==> src/rtl/mode_button_conditioner.sv <==
// Synchronizes and debounces the up/down/middle push buttons into clean levels and press pulses.
// Optional auto-repeat of up/down pulses while held is enabled by defining AUTOREPEAT_EN.
module mode_button_conditioner #(
   parameter int unsigned DEBOUNCE_CYCLES = 1000000,
   parameter int unsigned REPEAT_DELAY    = 50000000,
   parameter int unsigned REPEAT_PERIOD   = 20000000
) (
   input  logic clk,
   input  logic rst_n,
   input  logic btn_up_raw,
   input  logic btn_down_raw,
   input  logic btn_mid_raw,
   output logic up_lvl,
   output logic down_lvl,
   output logic mid_lvl,
   output logic up_pulse,
   output logic down_pulse,
   output logic mid_pulse
);

   localparam int unsigned CntW = $clog2(DEBOUNCE_CYCLES);
   localparam logic [CntW-1:0] CntLast = CntW'(DEBOUNCE_CYCLES - 1);

   if (DEBOUNCE_CYCLES < 2 || REPEAT_DELAY < 1 || REPEAT_PERIOD < 1) begin : g_bad_param
      $error("mode_button_conditioner: illegal parameter value");
   end

   typedef enum logic [1:0] {
      StReleased,
      StPressQual,
      StPressed,
      StReleaseQual
   } state_e;

   // Channel index: 0 = up, 1 = down, 2 = middle.
   logic [2:0]    raw;
   logic [2:0]    sync1_q, sync2_q;
   logic [2:0]    lvl_q, lvl_d;
   logic [2:0]    pulse_q, pulse_d;
   logic [2:0]    rise;
   logic [2:0]    press;
   logic [1:0]    rep_pulse;
   state_e        state_q [3];
   state_e        state_d [3];
   logic [CntW-1:0] cnt_q [3];
   logic [CntW-1:0] cnt_d [3];

   assign raw = {btn_mid_raw, btn_down_raw, btn_up_raw};

   always_comb begin
      lvl_d = lvl_q;
      rise  = '0;
      for (int i = 0; i < 3; i++) begin
         state_d[i] = state_q[i];
         cnt_d[i]   = cnt_q[i];
         unique case (state_q[i])
            StReleased: begin
               if (sync2_q[i]) begin
                  state_d[i] = StPressQual;
                  cnt_d[i]   = CntW'(1);
               end
            end
            StPressQual: begin
               if (!sync2_q[i]) begin
                  state_d[i] = StReleased;
                  cnt_d[i]   = '0;
               end else if (cnt_q[i] == CntLast) begin
                  state_d[i] = StPressed;
                  lvl_d[i]   = 1'b1;
                  rise[i]    = 1'b1;
               end else begin
                  cnt_d[i] = cnt_q[i] + CntW'(1);
               end
            end
            StPressed: begin
               if (!sync2_q[i]) begin
                  state_d[i] = StReleaseQual;
                  cnt_d[i]   = CntW'(1);
               end
            end
            StReleaseQual: begin
               if (sync2_q[i]) begin
                  state_d[i] = StPressed;
                  cnt_d[i]   = '0;
               end else if (cnt_q[i] == CntLast) begin
                  state_d[i] = StReleased;
                  lvl_d[i]   = 1'b0;
               end else begin
                  cnt_d[i] = cnt_q[i] + CntW'(1);
               end
            end
            default: begin
               state_d[i] = StReleased;
               cnt_d[i]   = '0;
            end
         endcase
      end
   end

   // A press is dropped if the opposite button is already held or qualifies in the same cycle.
   always_comb begin
      press[0] = rise[0] & ~lvl_q[1] & ~rise[1];
      press[1] = rise[1] & ~lvl_q[0] & ~rise[0];
      press[2] = rise[2];
      pulse_d  = press | {1'b0, rep_pulse};
   end

`ifdef AUTOREPEAT_EN
   localparam int unsigned HoldMax = (REPEAT_DELAY > REPEAT_PERIOD) ? REPEAT_DELAY : REPEAT_PERIOD;
   localparam int unsigned HoldW   = $clog2(HoldMax + 1);

   logic [HoldW-1:0] hold_cnt_q [2];
   logic [HoldW-1:0] hold_cnt_d [2];
   logic [1:0]       hold_act_q, hold_act_d;
   logic [1:0]       hold_rep_q, hold_rep_d;

   always_comb begin
      rep_pulse = '0;
      for (int i = 0; i < 2; i++) begin
         hold_cnt_d[i] = hold_cnt_q[i];
         hold_act_d[i] = hold_act_q[i];
         hold_rep_d[i] = hold_rep_q[i];
         if (press[i]) begin
            hold_act_d[i] = 1'b1;
            hold_rep_d[i] = 1'b0;
            hold_cnt_d[i] = HoldW'(1);
         end else if (hold_act_q[i] && lvl_q[i] && !lvl_q[1-i]) begin
            // First terminal count is the initial delay, later ones the repeat period.
            if (hold_cnt_q[i] == (hold_rep_q[i] ? HoldW'(REPEAT_PERIOD) : HoldW'(REPEAT_DELAY)))
            begin
               rep_pulse[i]  = 1'b1;
               hold_rep_d[i] = 1'b1;
               hold_cnt_d[i] = HoldW'(1);
            end else begin
               hold_cnt_d[i] = hold_cnt_q[i] + HoldW'(1);
            end
         end else begin
            hold_act_d[i] = 1'b0;
            hold_rep_d[i] = 1'b0;
            hold_cnt_d[i] = '0;
         end
      end
   end

   always_ff @(posedge clk or negedge rst_n) begin
      if (!rst_n) begin
         hold_act_q <= '0;
         hold_rep_q <= '0;
         for (int i = 0; i < 2; i++) begin
            hold_cnt_q[i] <= '0;
         end
      end else begin
         hold_act_q <= hold_act_d;
         hold_rep_q <= hold_rep_d;
         for (int i = 0; i < 2; i++) begin
            hold_cnt_q[i] <= hold_cnt_d[i];
         end
      end
   end
`else
   assign rep_pulse = '0;
`endif

   always_ff @(posedge clk or negedge rst_n) begin
      if (!rst_n) begin
         sync1_q <= '0;
         sync2_q <= '0;
         lvl_q   <= '0;
         pulse_q <= '0;
         for (int i = 0; i < 3; i++) begin
            state_q[i] <= StReleased;
            cnt_q[i]   <= '0;
         end
      end else begin
         sync1_q <= raw;
         sync2_q <= sync1_q;
         lvl_q   <= lvl_d;
         pulse_q <= pulse_d;
         for (int i = 0; i < 3; i++) begin
            state_q[i] <= state_d[i];
            cnt_q[i]   <= cnt_d[i];
         end
      end
   end

   assign up_lvl     = lvl_q[0];
   assign down_lvl   = lvl_q[1];
   assign mid_lvl    = lvl_q[2];
   assign up_pulse   = pulse_q[0];
   assign down_pulse = pulse_q[1];
   assign mid_pulse  = pulse_q[2];

endmodule

==> config.mk <==
export PLATFORM = sky130hd
export DESIGN_NAME = mode_button_conditioner
export DESIGN_NICKNAME = d
export VERILOG_FILES = /design/src/rtl/mode_button_conditioner.sv
export SDC_FILE = /design/constraint.sdc
export NUM_CORES = 1
export LEC_CHECK = 0
export ABC_AREA = 1
export CORE_ASPECT_RATIO = 0.6
export CORE_UTILIZATION = 42
export DETAILED_ROUTE_END_ITERATION = 10
export GPL_TIMING_DRIVEN = 0
export PLACE_DENSITY = 0.57
export SLEW_MARGIN = 40
export SYNTH_ARGS = -nofsm -noshare
export SYNTH_HDL_FRONTEND = slang
export SYNTH_SLANG_ARGS = --single-unit
==> constraint.sdc <==
create_clock -name clk -period 1.6 [get_ports clk]
set_input_delay 0.24 -clock clk [delete_from_list [all_inputs] [get_ports clk]]
set_output_delay 0.24 -clock clk [all_outputs]
set_load 0.005 [all_outputs]
Word level (Yosys, flattened, before mapping)
Index checks and enable logic that the tools add are counted.
{"block": "word_totals", "regBits": 78}
{"block": "op_classes", "n_addsub": 3, "n_eq_ne": 36, "n_mux": 63, "bitwise": 8, "n_reduce_logical": 15}
{"operator": "two-way mux 20 bit", "count": 15}
{"operator": "one-hot mux 20 bit (4 select lines)", "count": 3}
{"operator": "adder 20 x 1 -> 20 bit, second input constant", "count": 3}
{"operator": "== test 20 bit, second input constant", "count": 3}
{"operator": "two-way mux 2 bit", "count": 18}
{"operator": "!= test 2 bit, second input constant", "count": 18}
{"operator": "one-hot mux 2 bit (4 select lines)", "count": 3}
{"operator": "two-way mux 1 bit", "count": 21}
{"operator": "!= test 3 bit, second input constant", "count": 6}
{"operator": "AND reduction 5 bit", "count": 3}
{"operator": "== test 2 bit, second input constant", "count": 6}
{"operator": "AND reduction 4 bit", "count": 3}
{"operator": "== test 2 x 1 -> 1 bit, second input constant", "count": 3}
{"operator": "zero test 2 bit", "count": 3}
{"operator": "one-hot mux 1 bit (2 select lines)", "count": 3}
{"operator": "AND reduction 2 bit", "count": 3}
{"operator": "nonzero test 2 bit", "count": 3}
{"operator": "AND 1 bit", "count": 4}
{"operator": "inverter 1 bit", "count": 4}

Longest topological paths before layout
{"block": "logic_depth", "depth_word": 6, "mapped_depth": 10, "depth_no_buf": 10}

Worst setup path after synthesis
OpenSTA, ideal clock, no wires.
{"block": "synth_timing", "path_kind": "register to register", "startpoint": "register cnt_q[40] in the netlist's numbering", "endpoint": "register cnt_q[52] in the netlist's numbering", "arrival_time_ns": 1.368, "setup_slack_ns": 0.109, "path_stages_with_launch": 9, "path_cell_list": "dfrtp_1 > ha_1 > inv_1 > nor2_1 > nand2_1 > nor2_2 > nand3_1 > o21ai_0 > a21oi_1"}
{"block": "synth_between", "elab_chain_cells": 4}
{"item": "from (decl)", "line": "45", "text": "logic [CntW-1:0] cnt_q [3];"}
{"item": "from (signal, indexed assignment)", "line": "181", "text": "cnt_q[i] <= cnt_d[i];"}
{"item": "adder 20 x 1 -> 20 bit / == test 20 bit (equally long branches)"}
{"item": "two-way mux 20 bit *", "line": "67, 85"}
{"item": "two-way mux 20 bit (on tied branches)", "line": "82, 64"}
{"item": "one-hot mux 20 bit (4 select lines) *", "line": "56", "text": "unique case (state_q[i])"}
Every way passes the cells marked *; elsewhere a longest branch is shown, timed or not.
A chain may end at the register's enable or synchronous reset.

Worst setup path after layout
{"block": "layout_timing", "startpoint": "register cnt_q[40] in the netlist's numbering", "endpoint": "register cnt_q[56] in the netlist's numbering"}
Same word-level chain as after synthesis.

==> metrics.cfg <==
[global_routing]
grt_usage=0.225
grt_pass1_vias=4333
grt_max_degree=50
antenna_found_initial=0
overflow=0
grt_pass1_wl_um=21600

[synthesis]
synth_compound_area_frac=0.0605
synth_most_common_cell=nand2_1
ys_types=31
async_flop_share=1.00
yosys.area_share.xor_xnor=0.0177
ys_seq_elements=78
synth_top_area_cell=dfrtp_1
synthTopCellsByCount=221 x nand2_1, 109 x nor2_1, 96 x nand3_1
synth_nets=746
ys_top_cells_by_area=dfrtp_1 39%, nand2_1 17%, nand3_1 9.7%, nor2_1 8.3%, inv_1 6.5%
avgSynthCellArea_sq_um=6.70
ys_warn_count=0
ys_seq_area_frac=0.395
synth_top_family_by_area=simple AND/OR/NAND/NOR gates
synth_edf_count=0
yosys.area.top_type_share=0.395
synth_flop_cell=dfrtp_1
netlist_instances=738
synth_fa_ha_area_frac=0.00759
synth-simple-area-share=0.438
synth_mux_area_frac=0
syn_area_sq_um=4940

[route]
antenna_left=0
wl_um=12900
vias_per_cell=5.14
drc=0
first_pass_iters=5
wire_per_inst_um=13.8
first_iter_violations=552
via_count=4810

[place]
routabilityCongestion=0.882
dp_hpwl_um=9520
port_buffers=10
dpl_cell_area_sq_um=5270

[job]
maxCapViolCount=0

[final_layout]
final_util=0.512
nFillCells=1151
stdcell_area_sq_um=5830
nets=778
antennaDiodeCount=0
syn_to_final_growth_pct=17.9
final_layout_size_suffix_gt1_frac=0.143
multi_input_area_sq_um=2730
regArea_sq_um=1970

[setup_path]
cp-end-kind=flip-flop
required_ns=1.83
critPathLaunchType=flip-flop
worstPathMaxFanout=4
crit_arrival_ns=1.75
criticalPathCategory=reg -> reg

[clocking]
cts_root_buffer=clkbuf_16
clk-insertion-delay-late_ns=0.34
cts_buffer_depth=2
clkSinkCount=78
cts_buffers=9
h-tree-depth=3
cts_tree=built
clk_pin_slew_worst_paths_ns=0.06

[run_status]
status=completed

[floorplanning]
core-area_sq_um=11400
fp-row-count=30
ios=11
die_h_um=86.0
start_util=0.435
die_w_um=142
dieArea_sq_um=12200

[power]
power_density_nw_per_um2=770
power_leakage_nw=2.55
peakVddDrop_mv=0.508

[timing]
hold_violations=0
rsz0062_at_grt=yes
setup_violations=0
max_freq_ghz=0.657
slew_viol_final=0
fin_skew_ns=0.00457
max-slew-margin-rel=0.666
worstMarginPinSlew_ns=0.501
period_needed_ns=1.52
min_period_over_period=0.951

[min_path]
hold_class=in -> reg

-- timing repair --
action | CTS | global route
setup buffers | 0 | 9
endpoints found under the setup margin | 27 | 61
hold endpoints to repair | 29 | 0
pin swaps | 0 | 6
hold buffers | 1 | 0
resized for setup | 12 | 43
-- path summary, 6_finish.rpt --
path                              startpoint    endpoint  slack [ns]  depth (start not counted)
worst max-delay path               cnt_q[40]   cnt_q[56]        0.08                          9
worst min-delay path            btn_down_raw  sync1_q[1]        0.34                          1
worst max register to register     cnt_q[40]   cnt_q[56]        0.08                          9
worst min register to register    sync1_q[1]  sync2_q[1]        0.35                          0
max in group asynchronous              rst_n   cnt_q[55]        0.70                          3
min in group asynchronous              rst_n   cnt_q[30]        0.35                          2
-- critical path: stages (launching register included) --
cell and delay (ns):
dfrtp_2 0.42, ha_4 0.17, inv_1 0.08, nor2_1 0.16, nand2_2 0.11, nor2_4 0.15
buf_4 0.13, nand3_1 0.06, nand3_1 0.09, nand2_1 0.05
-- per-layer routing --
metal,part of all wire,up-vias,GRT usage
met5,0,-,0
met1,0.53,2234,0.346
met4,0.0084,0,0.0450
met2,0.40,141,0.314
met3,0.063,13,0.0553
li1,-,2422,-
-- where the power goes --
group	switching, mW	total [mW]	internal [mW]	leakage [nW]
Combinational	0.216	0.340	0.124	1.37
Sequential	0.0459	2.06	2.01	1.05
Clock	0.870	2.09	1.22	0.139
Total	1.13	4.49	3.36	2.55
-- cells in the final DEF, fill, tap and decap left out, types with 3 or more instances in the layout --
cell type	count
clkbuf_16	9
o21ai_0	28
xor2_1	5
o21ai_1	5
dfrtp_1	67
buf_4	10
nand4_1	17
nand3_1	92
nor3_1	6
nor2_2	13
dfrtp_2	11
inv_2	8
a21oi_1	17
inv_1	84
nand3b_1	3
buf_6	3
nor3_2	3
nor2_4	10
xnor2_1	5
nand3_2	8
nand2_2	18
nor2_1	104
nand2_1	209
clkdlybuf4s50_1	9
-- sequential cells by signal (all words and copies together) (netlist names), named ones only --
name	count
cnt_q	60
sync2_q	3
state_q	3
pulse_q	3
lvl_q	3
sync1_q	3
-- layout make-up --
cell class,count,area share
Multi-Input combinational cell,558,0.468
Sequential cell,78,0.337
Inverter,96,0.0629
Clock buffer,10,0.0393
Timing Repair Buffer,21,0.0376
Tap cell,160,0.0344
Clock inverter,6,0.0122
Buffer,6,0.00795
-- per-stage QoR --
stage / instances / setup slack, ns / TNS, ns / power (mW) / hold WS [ns]
4_1_cts: 926 / 0.00472 / 0 / 4.48 / 0.328
3_3_place_gp: 908 / -2.60 / -204.85 / 2.34 / 0.335
6_report: 935 / 0.0784 / 0 / 4.49 / 0.336
5_1_grt: 935 / -0.0443 / -0.141 / 4.66 / 0.331
2_1_floorplan: 738 / 0.109 / 0 / 2.23 / -0.0556
3_5_place_dp: 909 / -0.231 / -2.85 / 2.35 / 0.139
-- cells by family (layout without fill, tap and decap cells) --
| logic type | count (synthesis) | count (layout) |
|---|---|---|
| XOR/XNOR | 10 | 10 |
| adder cells (fa/ha/maj) | 3 | 3 |
| buffers and inverters | 102 | 139 |
| AND/OR/NAND/NOR | 488 | 488 |
| flip-flops | 78 | 78 |
| AO/OA/AOI/OAI | 57 | 57 |
Note: power is estimated with default switching activity, not from simulation.
